**src/rtl/trng_key_fetch_master_pkg.sv**
```systemverilog
// Shared definitions for the TRNG key-fetch initiator: FSM encodings,
// trim data-bit positions, stuck-word patterns and the trim-word builder.
package trng_key_fetch_master_pkg;

  // FSM state encodings
  localparam logic [2:0] ST_IDLE    = 3'd0;
  localparam logic [2:0] ST_TRIM_WR = 3'd1;
  localparam logic [2:0] ST_RD_REQ  = 3'd2;
  localparam logic [2:0] ST_RD_GAP  = 3'd3;
  localparam logic [2:0] ST_DONE    = 3'd4;
  localparam logic [2:0] ST_ERR     = 3'd5;

  // Trim word layout inside the 32-bit write data
  localparam int unsigned TRIM_SEL_BIT = 5;
  localparam int unsigned TRIM_LVL_MSB = 1;
  localparam int unsigned TRIM_LVL_LSB = 0;

  // Patterns a stuck ring oscillator produces
  localparam logic [31:0] WORD_ZERO = 32'h0000_0000;
  localparam logic [31:0] WORD_ONES = 32'hFFFF_FFFF;

  // Build the trim write data from the 3-bit trim configuration
  function automatic logic [31:0] trim_wdata(input logic [2:0] trim);
    logic [31:0] d;
    d = 32'h0000_0000;
    d[TRIM_SEL_BIT] = trim[2];
    d[TRIM_LVL_MSB:TRIM_LVL_LSB] = trim[1:0];
    return d;
  endfunction

endpackage

```
**src/rtl/trng_key_fetch_master_if.sv**
```systemverilog
// Point-to-point Wishbone link between the key-fetch initiator and the TRNG.
interface trng_key_fetch_master_if;
  logic        cyc;
  logic        stb;
  logic        we;
  logic [8:0]  adr;
  logic [31:0] dat_w;
  logic [31:0] dat_r;
  logic        ack;

  modport master (
    output cyc, stb, we, adr, dat_w,
    input  dat_r, ack
  );

  modport slave (
    input  cyc, stb, we, adr, dat_w,
    output dat_r, ack
  );
endinterface

```
**src/rtl/trng_key_fetch_master_health_check.sv**
```systemverilog
// Combinational health check on one random word: flags stuck-at patterns and
// a word that repeats the previously accepted one.
module trng_key_fetch_master_health_check
  import trng_key_fetch_master_pkg::*;
(
  input  logic [31:0] word,
  input  logic [31:0] prev_word,
  input  logic        first_word,
  output logic        reject
);

  // Reject stuck words, and repeats unless this is the first word of the key
  always_comb begin
    reject = 1'b0;
    if ((word == WORD_ZERO) || (word == WORD_ONES)) begin
      reject = 1'b1;
    end else if (!first_word && (word == prev_word)) begin
      reject = 1'b1;
    end else begin
      reject = 1'b0;
    end
  end

endmodule

```
**src/rtl/trng_key_fetch_master.sv**
```systemverilog
// Wishbone initiator that trims the TRNG ring oscillator, then reads and
// health-checks KEY_WORDS random words and assembles them into a key.
module trng_key_fetch_master
  import trng_key_fetch_master_pkg::*;
#(
  parameter int unsigned KEY_WORDS = 4,
  parameter logic [8:0]  TRNG_ADR  = 9'h000,
  parameter int unsigned TIMEOUT   = 255,
  parameter int unsigned MAX_RETRY = 3
) (
  input  logic                      wb_clk_i,
  input  logic                      rst_ni,
  input  logic                      start_i,
  input  logic [2:0]                trim_cfg_i,
  trng_key_fetch_master_if.master   wb,
  output logic [32*KEY_WORDS-1:0]   key_o,
  output logic                      key_valid_o,
  output logic                      busy_o,
  output logic                      error_o
);

  localparam int unsigned IDX_W    = $clog2(KEY_WORDS + 1);
  localparam int unsigned RTY_W    = $clog2(MAX_RETRY + 2);
  localparam logic [7:0]  TMO_LAST = 8'(TIMEOUT - 1);

  logic [2:0]               state_r;
  logic [IDX_W-1:0]         word_idx_r;
  logic [RTY_W-1:0]         retry_cnt_r;
  logic [7:0]               tmo_cnt_r;
  logic [31:0]              prev_word_r;
  logic [32*KEY_WORDS-1:0]  key_r;
  logic                     key_valid_r;
  logic                     busy_r;
  logic                     error_r;
  logic                     cyc_r;
  logic                     stb_r;
  logic                     we_r;
  logic [8:0]               adr_r;
  logic [31:0]              dat_w_r;

  logic                     ack_s;
  logic                     tmo_hit_s;
  logic                     first_word_s;
  logic                     reject_s;
  logic [IDX_W-1:0]         idx_inc_s;
  logic [RTY_W-1:0]         retry_inc_s;
  logic                     last_word_s;
  logic                     retry_over_s;

  trng_key_fetch_master_health_check u_health (
    .word       (wb.dat_r),
    .prev_word  (prev_word_r),
    .first_word (first_word_s),
    .reject     (reject_s)
  );

  // Decode handshake, timeout expiry and counter increments for the FSM
  always_comb begin
    ack_s        = 1'b0;
    tmo_hit_s    = 1'b0;
    if (cyc_r && stb_r && wb.ack) begin
      ack_s = 1'b1;
    end else begin
      ack_s = 1'b0;
    end
    if (stb_r && !wb.ack && (tmo_cnt_r == TMO_LAST)) begin
      tmo_hit_s = 1'b1;
    end else begin
      tmo_hit_s = 1'b0;
    end
    first_word_s = (word_idx_r == IDX_W'(0));
    idx_inc_s    = word_idx_r + IDX_W'(1);
    retry_inc_s  = retry_cnt_r + RTY_W'(1);
    last_word_s  = (idx_inc_s == IDX_W'(KEY_WORDS));
    retry_over_s = (retry_inc_s > RTY_W'(MAX_RETRY));
  end

  // Main FSM: bus drive, counters, key assembly and status flags
  always_ff @(posedge wb_clk_i) begin
    if (!rst_ni) begin
      state_r     <= ST_IDLE;
      word_idx_r  <= IDX_W'(0);
      retry_cnt_r <= RTY_W'(0);
      tmo_cnt_r   <= 8'h00;
      prev_word_r <= 32'h0000_0000;
      key_r       <= '0;
      key_valid_r <= 1'b0;
      busy_r      <= 1'b0;
      error_r     <= 1'b0;
      cyc_r       <= 1'b0;
      stb_r       <= 1'b0;
      we_r        <= 1'b0;
      adr_r       <= 9'h000;
      dat_w_r     <= 32'h0000_0000;
    end else begin
      case (state_r)
        ST_IDLE: begin
          if (start_i) begin
            // adr/dat hold the latched trim for the whole write beat
            key_valid_r <= 1'b0;
            error_r     <= 1'b0;
            key_r       <= '0;
            word_idx_r  <= IDX_W'(0);
            retry_cnt_r <= RTY_W'(0);
            prev_word_r <= 32'h0000_0000;
            tmo_cnt_r   <= 8'h00;
            busy_r      <= 1'b1;
            cyc_r       <= 1'b1;
            stb_r       <= 1'b1;
            we_r        <= 1'b1;
            adr_r       <= {TRNG_ADR[8:2], trim_cfg_i[1:0]};
            dat_w_r     <= trim_wdata(trim_cfg_i);
            state_r     <= ST_TRIM_WR;
          end
        end
        ST_TRIM_WR: begin
          if (ack_s) begin
            cyc_r   <= 1'b0;
            stb_r   <= 1'b0;
            we_r    <= 1'b0;
            state_r <= ST_RD_GAP;
          end else if (tmo_hit_s) begin
            cyc_r   <= 1'b0;
            stb_r   <= 1'b0;
            we_r    <= 1'b0;
            error_r <= 1'b1;
            busy_r  <= 1'b0;
            state_r <= ST_ERR;
          end else begin
            tmo_cnt_r <= tmo_cnt_r + 8'd1;
          end
        end
        ST_RD_REQ: begin
          if (ack_s) begin
            cyc_r <= 1'b0;
            stb_r <= 1'b0;
            if (!reject_s) begin
              for (int i = 0; i < KEY_WORDS; i++) begin
                if (word_idx_r == IDX_W'(i)) begin
                  key_r[32*i +: 32] <= wb.dat_r;
                end
              end
              prev_word_r <= wb.dat_r;
              word_idx_r  <= idx_inc_s;
              if (last_word_s) begin
                key_valid_r <= 1'b1;
                busy_r      <= 1'b0;
                state_r     <= ST_DONE;
              end else begin
                state_r <= ST_RD_GAP;
              end
            end else begin
              retry_cnt_r <= retry_inc_s;
              if (retry_over_s) begin
                error_r     <= 1'b1;
                key_valid_r <= 1'b0;
                busy_r      <= 1'b0;
                state_r     <= ST_ERR;
              end else begin
                state_r <= ST_RD_GAP;
              end
            end
          end else if (tmo_hit_s) begin
            cyc_r       <= 1'b0;
            stb_r       <= 1'b0;
            error_r     <= 1'b1;
            key_valid_r <= 1'b0;
            busy_r      <= 1'b0;
            state_r     <= ST_ERR;
          end else begin
            tmo_cnt_r <= tmo_cnt_r + 8'd1;
          end
        end
        ST_RD_GAP: begin
          // One idle cycle lets the slave drop ack before the next beat
          cyc_r     <= 1'b1;
          stb_r     <= 1'b1;
          we_r      <= 1'b0;
          adr_r     <= {TRNG_ADR[8:2], 2'b00};
          dat_w_r   <= 32'h0000_0000;
          tmo_cnt_r <= 8'h00;
          state_r   <= ST_RD_REQ;
        end
        ST_DONE: begin
          state_r <= ST_IDLE;
        end
        ST_ERR: begin
          state_r <= ST_IDLE;
        end
        default: begin
          cyc_r   <= 1'b0;
          stb_r   <= 1'b0;
          we_r    <= 1'b0;
          busy_r  <= 1'b0;
          state_r <= ST_IDLE;
        end
      endcase
    end
  end

  assign wb.cyc      = cyc_r;
  assign wb.stb      = stb_r;
  assign wb.we       = we_r;
  assign wb.adr      = adr_r;
  assign wb.dat_w    = dat_w_r;
  assign key_o       = key_r;
  assign key_valid_o = key_valid_r;
  assign busy_o      = busy_r;
  assign error_o     = error_r;

endmodule

```
**src/flat_wrapper.sv**
```systemverilog
// flat-port wrapper written by rule: the top's interface ports become plain ports
module trng_key_fetch_master_flat import trng_key_fetch_master_pkg::*;
#(
  parameter int unsigned KEY_WORDS = 4,
  parameter logic [8:0]  TRNG_ADR  = 9'h000,
  parameter int unsigned TIMEOUT   = 255,
  parameter int unsigned MAX_RETRY = 3
)
  (wb_clk_i, rst_ni, start_i, trim_cfg_i, key_o, key_valid_o, busy_o, error_o, wb_cyc, wb_stb, wb_we, wb_adr, wb_dat_w, wb_dat_r, wb_ack);
  trng_key_fetch_master_if wb_i ();
  input  logic wb_clk_i;
  input  logic rst_ni;
  input  logic start_i;
  input  logic [2:0] trim_cfg_i;
  output logic [32*KEY_WORDS-1:0] key_o;
  output logic key_valid_o;
  output logic busy_o;
  output logic error_o;
  output wire logic [$bits(wb_i.cyc)-1:0] wb_cyc;
  output wire logic [$bits(wb_i.stb)-1:0] wb_stb;
  output wire logic [$bits(wb_i.we)-1:0] wb_we;
  output wire logic [$bits(wb_i.adr)-1:0] wb_adr;
  output wire logic [$bits(wb_i.dat_w)-1:0] wb_dat_w;
  input wire logic [$bits(wb_i.dat_r)-1:0] wb_dat_r;
  input wire logic [$bits(wb_i.ack)-1:0] wb_ack;
  assign wb_cyc = wb_i.cyc;
  assign wb_stb = wb_i.stb;
  assign wb_we = wb_i.we;
  assign wb_adr = wb_i.adr;
  assign wb_dat_w = wb_i.dat_w;
  assign wb_i.dat_r = wb_dat_r;
  assign wb_i.ack = wb_ack;
  trng_key_fetch_master #(.KEY_WORDS(KEY_WORDS), .TRNG_ADR(TRNG_ADR), .TIMEOUT(TIMEOUT), .MAX_RETRY(MAX_RETRY)) u_core (.wb_clk_i(wb_clk_i), .rst_ni(rst_ni), .start_i(start_i), .trim_cfg_i(trim_cfg_i), .wb(wb_i), .key_o(key_o), .key_valid_o(key_valid_o), .busy_o(busy_o), .error_o(error_o));
endmodule
```
**config.mk**
```make
export PLATFORM = sky130hd
export DESIGN_NAME = trng_key_fetch_master_flat
export DESIGN_NICKNAME = d
export VERILOG_FILES = /design/src/rtl/trng_key_fetch_master_pkg.sv /design/src/rtl/trng_key_fetch_master_if.sv /design/src/rtl/trng_key_fetch_master_health_check.sv /design/src/rtl/trng_key_fetch_master.sv /design/src/flat_wrapper.sv
export SDC_FILE = /design/constraint.sdc
export NUM_CORES = 1
export LEC_CHECK = 0
export CAP_MARGIN = 10
export CORE_UTILIZATION = 49
export CTS_CLUSTER_SIZE = 20
export DETAILED_ROUTE_END_ITERATION = 7
export MAX_ROUTING_LAYER = met4
export PLACE_DENSITY = 0.83
export SYNTH_ARGS = -nofsm -noshare
export SYNTH_HDL_FRONTEND = slang
export SYNTH_SLANG_ARGS = --single-unit
```
**constraint.sdc**
```tcl
create_clock -name wb_clk_i -period 3.05 [get_ports wb_clk_i]
set_input_delay 0.4575 -clock wb_clk_i [delete_from_list [all_inputs] [get_ports wb_clk_i]]
set_output_delay 0.4575 -clock wb_clk_i [all_outputs]
set_load 0.1 [all_outputs]
```
==> qor.csv <==
metric,value,unit
CP Launch Type,primary input,
CP Data Required Time,3.39,ns
CP Max Fanout,23,
"reg-to-reg slack, setup",0.53,ns
GR Util All Layers,0.275,
Via density,5.40,
total iterations of the first detailed-routing run,5,
Unique masters post-synth,53,
synthesized area per cell,8.94,um2
hold crit path type,flip-flop to flip-flop,
area grow syn2layout,30.1,%
Die Span X,130,um
layout cell share with drive strength beyond 1,0.242,
post-route cell area,0.0104,mm2
Core Area,0.0159,mm2
RSZ-0062 raised after global routing,no,
worst r2r dst,u_core.key_o[32],
number of global-route vias before repair,6586,
Hold Buf Count CTS,0,
leakage,0.00441,uW
# resized after CTS,0,
WL/cell,16.7,um
ys async rst share,0,
reg2reg path depth,10,
Critical R2R Launch,u_core.prev_word_r[28],
Cells after Synth,897,
"Remaining Overflow, GRT",0,
vias,7103,
most frequent cell on the critical path,buf_4,
Synth top area share,0.462,
Max Fclk,354,MHz
DPL Wire Length,15700,um
top_reg_cell synth,dfxtp_1,
die area,0.0169,mm2
final hold violations,0,
Iter 0 DRT Violations,681,
"Reg clk slew, reported paths",0.08,ns
Post-synth EDFFs,0,
worst path bufs/invs,4,
setup repair bufs after CTS,0,
CTS tree,yes,
Final Cycle Share,0.926,
number of H-tree levels,4,
critical path's top delay family,buffers and inverters,
"top cells by area, synth","dfxtp_1 46%, nand2_1 5.8%, a22o_1 5.6%, o21ai_0 5.1%, nand3_1 4.7%",
crit path to,u_core.key_o[32],
Skew-Pair Late Insertion Delay,0.45,ns
maximum vdd drop,409,uV
TritonCTS Sinks,185,
initial antenna violation count,0,
Initial Util,0.503,
sequential element share of the synthesized area,0.462,
CTS Buf Count,17,
skew final,0.0175,ns
Clock Path Buffers,2,
GP Congestion,0.890,
Ys Warns,0,
final wirelength,22000,um
first-pass GRT wire length,34900,um
port buffer count,177,
outcome,finished clean,
critical path class,primary input to flip-flop,
Slew HR,0.506,
Ant. Diodes,0,
Cell Rows,46,
Crit path depth,11,
"Cell Chain, Critical Path",clkdlybuf4s50_1 -> xor2_1 -> nor4_1 -> buf_4 -> nand4_1 -> o31ai_4 -> buf_4 -> or4_2 -> buf_12 -> and3_1 -> o21a_1,
Power Dens Cells,524,mW/mm2
ANT nets after route,0,
largest net degree at the start of global routing,71,
Final Max Tran Viols,0,
Worst Tran Pin Value,0.741,ns
"Data arrival, critical path",3.16,ns
Layout Nets,1134,
nature of the critical path endpoint,flip-flop,
Root Driver,clkbuf_16,
Max-Cap Viols,0,
"Slowest-stage cell, CP",or4_2,
Worst Setup SP,wb_dat_r[25],
die height,130,um
"Power, Total",5470,uW
Area after DPL,0.00982,mm2
Worst path max stage delay,0.65,ns
IO Pins,214,
cell taking the most area after synthesis,dfxtp_1,
Synth Register Bits,185,
Tmin final,2.82,ns
DRC,0,
Final setup viols,0,
synthesized area,0.00802,mm2
## cell usage in the layout (no fill, tap or decap), drive strengths merged, types with 3 or more instances in the layout
cell type        n
ha               9
or3              3
a22o            51
a21boi           7
nand4           12
inv             29
clkinv           8
xnor2            4
nand2          123
nor3            10
mux2i           34
nor2            30
clkbuf          17
buf            221
a31oi            5
o21a            16
conb            36
a21oi            6
dfxtp          185
xor2            31
nor4            17
nand3           75
clkdlybuf4s50   37
and3            18
o21ai           82
and2             6
## flip-flops by register name, summed over array words and instances (netlist names)
name,flops
u_core.wb.dat_w,2
u_core.key_valid_o,1
u_core.retry_cnt_r,3
u_core.wb.we,1
u_core.word_idx_r,3
u_core.error_o,1
u_core.prev_word_r,32
u_core.wb.adr,1
u_core.busy_o,1
u_core.wb.stb,1
u_core.key_o,128
u_core.state_r,3
u_core.tmo_cnt_r,8
## how the worst min path moves through the flow
stage,cells past startpoint,startpoint,to,slack (ns)
global route,2,u_core.key_o[88],u_core.key_o[88],0.48
finish,2,u_core.key_o[94],u_core.key_o[94],0.47
floorplan,2,u_core.word_idx_r[2],u_core.word_idx_r[2],0.44
detailed placement,2,u_core.key_o[77],u_core.key_o[77],0.45
CTS,2,u_core.key_o[92],u_core.key_o[92],0.47
global placement,2,u_core.key_o[83],u_core.key_o[83],0.44
## synth_stat cells, types with 3 or more instances
library cell and n:
nor3_1 10, dfxtp_1 185, clkbuf_2 11, nand2_1 123
buf_4 42, a31oi_1 5, xor2_1 31, clkbuf_1 32
a22o_1 51, or3_1 3, o21a_1 16, nand3_1 75
buf_1 3, a21oi_1 6, buf_2 21, buf_6 12
nand4_1 12, ha_1 9, and3_1 18, and2_1 5
xnor2_1 4, o21ai_0 81, nor2_1 29, inv_1 22
a21boi_0 6, mux2i_1 34, nor4_1 17
## report_power, final
group          total, uW  internal (uW)  switching, uW
Clock               2240           1120           1110
Combinational        771            203            569
Sequential          2460           2430           27.6
## stage by stage
stage / hold slack, ns / setup slack, ns / setup TNS [ns] / utilization / instances
3_3_place_gp: 0.444 / -0.163 / -2.54 / 0.616 / 1283
4_1_cts: 0.466 / 0.261 / 0 / 0.655 / 1315
2_1_floorplan: 0.444 / 0.188 / 0 / - / 932
3_5_place_dp: 0.454 / -0.191 / -3.20 / 0.616 / 1283
6_report: 0.468 / 0.225 / 0 / 0.655 / 1315
5_1_grt: 0.482 / 0.146 / 0 / 0.655 / 1315
## cells by family (layout without fill, tap and decap cells)
group | after synthesis | in the layout | synth area share
multiplexers | 34 | 34 | 0.0424
XOR/XNOR | 35 | 35 | 0.0382
buffers and inverters | 145 | 312 | 0.108
AND/OR/NAND/NOR | 305 | 305 | 0.180
other | 1 | 36 | 0.000468
flip-flops | 185 | 185 | 0.462
AO/OA/AOI/OAI | 183 | 183 | 0.156
adder cells (fa/ha/maj) | 9 | 9 | 0.0140
## layer usage
layer,share of wire,up-vias,global-route usage
li1,-,3429,-
met1,0.44,3387,0.349
met2,0.48,250,0.444
met3,0.056,37,0.0439
met4,0.020,0,0.0958
met5,0,-,-
## final cells by class
class / instances / area [um2]
clock buffer: 17 / 425
sequential: 185 / 3700
multi-input combinational: 602 / 3610
inverter: 22 / 82.6
timing repair buffer: 258 / 2150
tap: 216 / 270
clock inverter: 15 / 194
fill: 1277 / 5510
## worst reg2reg max path, cell delays in order (launching register included)
cell and delay (ns):
dfxtp_1 0.35, xor2_1 0.24, nor4_1 0.08, buf_4 0.13, nand4_1 0.14, o31ai_4 0.11, buf_4 0.16, or4_2 0.65
buf_12 0.21, and3_1 0.18, o21a_1 0.17
(Power assumes the default switching activity.)
==> edit 1 (config.mk and constraints unchanged) <==
One comparison of `tmo_cnt_r` changes from == to >=.
--- a/src/rtl/trng_key_fetch_master.sv
+++ b/src/rtl/trng_key_fetch_master.sv
@@ -63,7 +63,7 @@
     end else begin
       ack_s = 1'b0;
     end
-    if (stb_r && !wb.ack && (tmo_cnt_r == TMO_LAST)) begin
+    if (stb_r && !wb.ack && (tmo_cnt_r >= TMO_LAST)) begin
       tmo_hit_s = 1'b1;
     end else begin
       tmo_hit_s = 1'b0;
Check against the original RTL: no difference found for any inputs over 4 cycles, from zero or initial values and one cycle with rst_ni low; that may be too few to reach the edited logic, so the function may still have changed.
==> edit 1 against the original RTL <==
Critical path depth is 2 lower; wire length is 6.6% higher; largest cell class unchanged; maximum frequency is 3.8% higher; setup slack better by 100 ps; die area is 3.3% lower; critical endpoint is now u_core.key_o[103]$_SDFFE_PN0P_; total power is 3.3% higher; area after synthesis is 3.4% lower; global-route usage is 1.7 points higher; sequential cell count stayed put; final area is 1.9% lower; final cell count is 1.7% lower; combinational power is 10% higher.
==> edit 1: results (changes against the original RTL) <==
Run status
  • Status: finished clean

Setup path
  • Worst r2r src: u_core.state_r[0]$_SDFFE_PN0P_
  • Worst path slowest cell: clkdlybuf4s50_1
  • R2R Path End: u_core.key_o[103]$_SDFFE_PN0P_
  • Worst R2R Path Depth: 8 (-2)
  • Worst Path Max Fanout: 36 (+57%)
  • CP arrival: 3100 ps (-60 ps)
  • Crit path from: wb_ack
  • CP max stage delay: 480 ps (-170 ps)
  • Delay-heaviest family, CP: buffers and inverters
  • Internal reg-to-reg setup slack: 350 ps (-180 ps)

Synth
  • Post-Synth Adder-Cell Area: 1.45% (+0.049 points)
  • Synth cell count leaders: 185 x dfxtp_1, 143 x nand2_1, 99 x o22ai_1
  • Synthesized-area fraction occupied by ao, oa, aoi and oai cells: 21.1% (+5.5 points)
  • Mux share of post-synthesis cell area: 0.387% (-3.9 points)
  • Xor/xnor cell area share of the yosys netlist: 4.29% (+0.47 points)
  • Synth top area cells: dfxtp_1 48%, o22ai_1 8.0%, nand2_1 6.9%
  • Ys async rst share: 0% (unchanged)
  • Part of the Yosys area used for sequential elements: 47.8% (+1.6 points)
  • Distinct cell type count after synthesis: 49 (-7.5%)

Global route
  • First-pass GRT wire length: 35.9 mm (+2.9%)
  • Met1 Track Usage GR: 39.1% (+4.3 points)
  • Initial antenna violation count: 0 (unchanged)
  • Met2 Usage GRT: 42.5% (-1.9 points)
  • GRT Total Usage: 29.2% (+1.7 points)
  • Grt met3 use: 6.89% (+2.5 points)
  • Number of global-route vias before repair: 6,738 (+2.3%)
  • Largest net degree at the start of global routing: 69 (-2.8%)

Placement
  • IO buf count: 177 (unchanged)
  • Area after DPL: 9600 µm² (-2.2%)
  • Hpwl dp: 16.2 mm (+3.5%)
  • GPL Wtd Cong: 0.897 (+0.84%)

STA
  • Final Max Slew Viols: 0 (unchanged)
  • Setup Skew: 9.87 ps (-7.67 ps)
  • Worst hold slack: 469 ps (+0.150 ps)
  • Worst slew margin: 57.4% (+6.8 points)

Power
  • Leakage: 3.98 nW (-9.9%)
  • Clk pwr: 2.34 mW (+4%)
  • P_sw: 1.66 mW (-2.7%)
  • Max VDD drop: 0.400 mV (-2.3%)
  • Power consumption: 5.65 mW (+3.3%)

Clock tree
  • Inserted Clock Buffers: 17 (unchanged)
  • H-tree levels: 4 (unchanged)

Layout
  • Nets: 1,117 (-1.5%)
  • Largest register FFs: 128 (unchanged)
  • Layout cells sized above 1: 23.3% (-0.91 points)

Route
  • Metal3 WL: 2.20 mm (+79%)
  • WL/cell: 18.1 µm (+8.4%)
  • Wl on met1: 10.1 mm (+4.8%)
  • DR vias: 7,702 (+8.4%)
  • Drt pass-1 iters: 7 (+2)
  • Met2 WL: 10.5 mm (-1.1%)
  • Initial DRC Count: 1,028 (+51%)

Worst hold path
  • Worst Hold Launch: u_core.key_o[88]$_SDFFE_PN0P_
  • Min-Delay Endpoint: u_core.key_o[88]$_SDFFE_PN0P_
## edit 1: changes by cell type in the layout (fill, tap and decap cells not counted), sizes merged, moves of 17 or more
cell,unedited run,this run
o22ai,1,99
a22o,51,0
nand4,12,55
nand2,123,143
o21ai,82,43
and3,18,1
a32o,0,32
xnor2,4,32
mux2i,34,3
xor2,31,6
a21oi,6,46
nand3,75,8
## edit 1: area by class of cell
class	count	area, µm²
Fill cell	1204	5080
Sequential cell	185	3700
Multi-Input combinational cell	608	3570
Timing Repair Buffer	246	2030
Clock buffer	19	443
Tap cell	211	264
Clock inverter	13	180
Inverter	11	41.3
## edit 1: tightest hold or removal path, delay by kind of cell, from the launching register on
| kind | cells | cell delay, ps |
|---|---|---|
| and+or+nand+nor | 1 | 50 |
| AOI/OAI and AO/OA | 1 | 60 |
| DFF | 1 | 310 |
## edit 1: through the flow
stage,setup slack [ps],cells
after floorplan,359,917
after global placement,-104,1260
after detailed placement,-137,1260
after CTS,308,1292
after global routing,172,1293
final,328,1293
==> edit 2 (same settings) <==
Without the edit above. `MAX_RETRY` is set to 3 in 2 places; all go to 5.
--- a/src/rtl/trng_key_fetch_master.sv
+++ b/src/rtl/trng_key_fetch_master.sv
@@ -6,7 +6,7 @@
   parameter int unsigned KEY_WORDS = 4,
   parameter logic [8:0]  TRNG_ADR  = 9'h000,
   parameter int unsigned TIMEOUT   = 255,
-  parameter int unsigned MAX_RETRY = 3
+  parameter int unsigned MAX_RETRY = 5
 ) (
   input  logic                      wb_clk_i,
   input  logic                      rst_ni,
--- a/src/flat_wrapper.sv
+++ b/src/flat_wrapper.sv
@@ -4,7 +4,7 @@
   parameter int unsigned KEY_WORDS = 4,
   parameter logic [8:0]  TRNG_ADR  = 9'h000,
   parameter int unsigned TIMEOUT   = 255,
-  parameter int unsigned MAX_RETRY = 3
+  parameter int unsigned MAX_RETRY = 5
 )
   (wb_clk_i, rst_ni, start_i, trim_cfg_i, key_o, key_valid_o, busy_o, error_o, wb_cyc, wb_stb, wb_we, wb_adr, wb_dat_w, wb_dat_r, wb_ack);
   trng_key_fetch_master_if wb_i ();
Formal check against the unedited RTL: same outputs for any inputs over 4 cycles, from zero or initial values and one cycle with rst_ni low; that may be too few to reach the edited logic, so the function may still have changed.
==> edit 2 against the original RTL <==
Via count grew 20%; final area grew 5.1%; non-clock buffer count shrank 38; wire length grew 21%; global-route usage grew 1.7 points; area after synthesis grew 9.8%; first-iteration DRC count grew 64%; die area grew 9.6%; total power grew 3.2%; register-to-register slack lost 30 ps; sequential cell count is the same; setup slack gained 200 ps; worst hold slack lost 40 ps; critical path type unchanged; critical endpoint is now u_core.key_o[80]$_SDFFE_PN0P_; largest power group unchanged.
==> edit 2: results (changes against the original RTL) <==
Layout
  • Inverter count: 10 (-55%)
  • Seq/total area: 33.8% (-1.7 points)
  • Non-clock buffering overhead: 17.0% (-3.6 points)
  • Seq cells: 185 (unchanged)
  • Non-CTS buffers: 220 (-15%)
  • Multi-input comb cells: 682 (+13%)
  • Multi-input gate area: 4490 µm² (+24%)
  • ClkCell Share: 5.33% (-0.61 points)

Worst hold path
  • Worst hold path type: in -> reg
  • Worst Hold Launch: rst_ni

Global route
  • First-pass GRT wire length: 40.9 mm (+17%)
  • Largest net degree at the start of global routing: 70 (-1.4%)

Power
  • Power consumption: 5.64 mW (+3.2%)
  • Max VDD drop: 0.447 mV (+9.3%)
  • Leakage: 4.38 nW (-0.70%)

STA
  • Setup Skew: 10.7 ps (-6.85 ps)
  • Worst hold slack: 428 ps (-40.3 ps)
  • Worst slew margin: 57.8% (+7.2 points)

Run status
  • Status: finished clean

Setup path
  • R2R Path End: u_core.word_idx_r[2]$_SDFFE_PN0P_
  • CP arrival: 2990 ps (-170 ps)
  • Delay-heaviest family, CP: simple AND/OR/NAND/NOR gates
  • Crit path from: wb_dat_r[0]
  • Worst r2r src: u_core.word_idx_r[0]$_SDFFE_PN0P_
  • Internal reg-to-reg setup slack: 500 ps (-30 ps)
  • CP max stage delay: 530 ps (-120 ps)

Placement
  • Hpwl dp: 17.8 mm (+14%)

Synth
  • Synthesized-area fraction occupied by ao, oa, aoi and oai cells: 27.3% (+12 points)
  • Xor/xnor cell area share of the yosys netlist: 3.58% (-0.24 points)

Route
  • Initial DRC Count: 1,115 (+64%)
  • Via-to-Cell Ratio: 6.31 (+17%)
edit 2: cell types whose count changed in the layout (fill, tap and decap cells not counted), moves of 38 or more:
cell	unedited run	this run
a21oi_1	6	111
a22o_1	51	0
buf_4	210	172
nand2_1	123	17
o211ai_1	0	130
o21ai_0	81	39
edit 2: stage by stage:
| step | util (%) | instances | setup slack, ps |
|---|---|---|---|
| 6_report | 63.0 | 1353 | 430 |
| 5_1_grt | 63.0 | 1353 | 270 |
| 4_1_cts | 63.0 | 1353 | 491 |
| 3_5_place_dp | 59.6 | 1322 | 45.9 |
| 3_3_place_gp | 59.6 | 1322 | 58.7 |
| 2_1_floorplan | - | 1017 | 371 |
edit 2: per-layer routing:
metal | GRT usage, % | wire length, µm | vias up
met5 | - | 0 | -
met3 | 5.29 | 2670 | 64
met2 | 42.4 | 11800 | 522
li1 | - | - | 3893
met4 | 11.1 | 701 | 0
met1 | 40.1 | 11300 | 4058
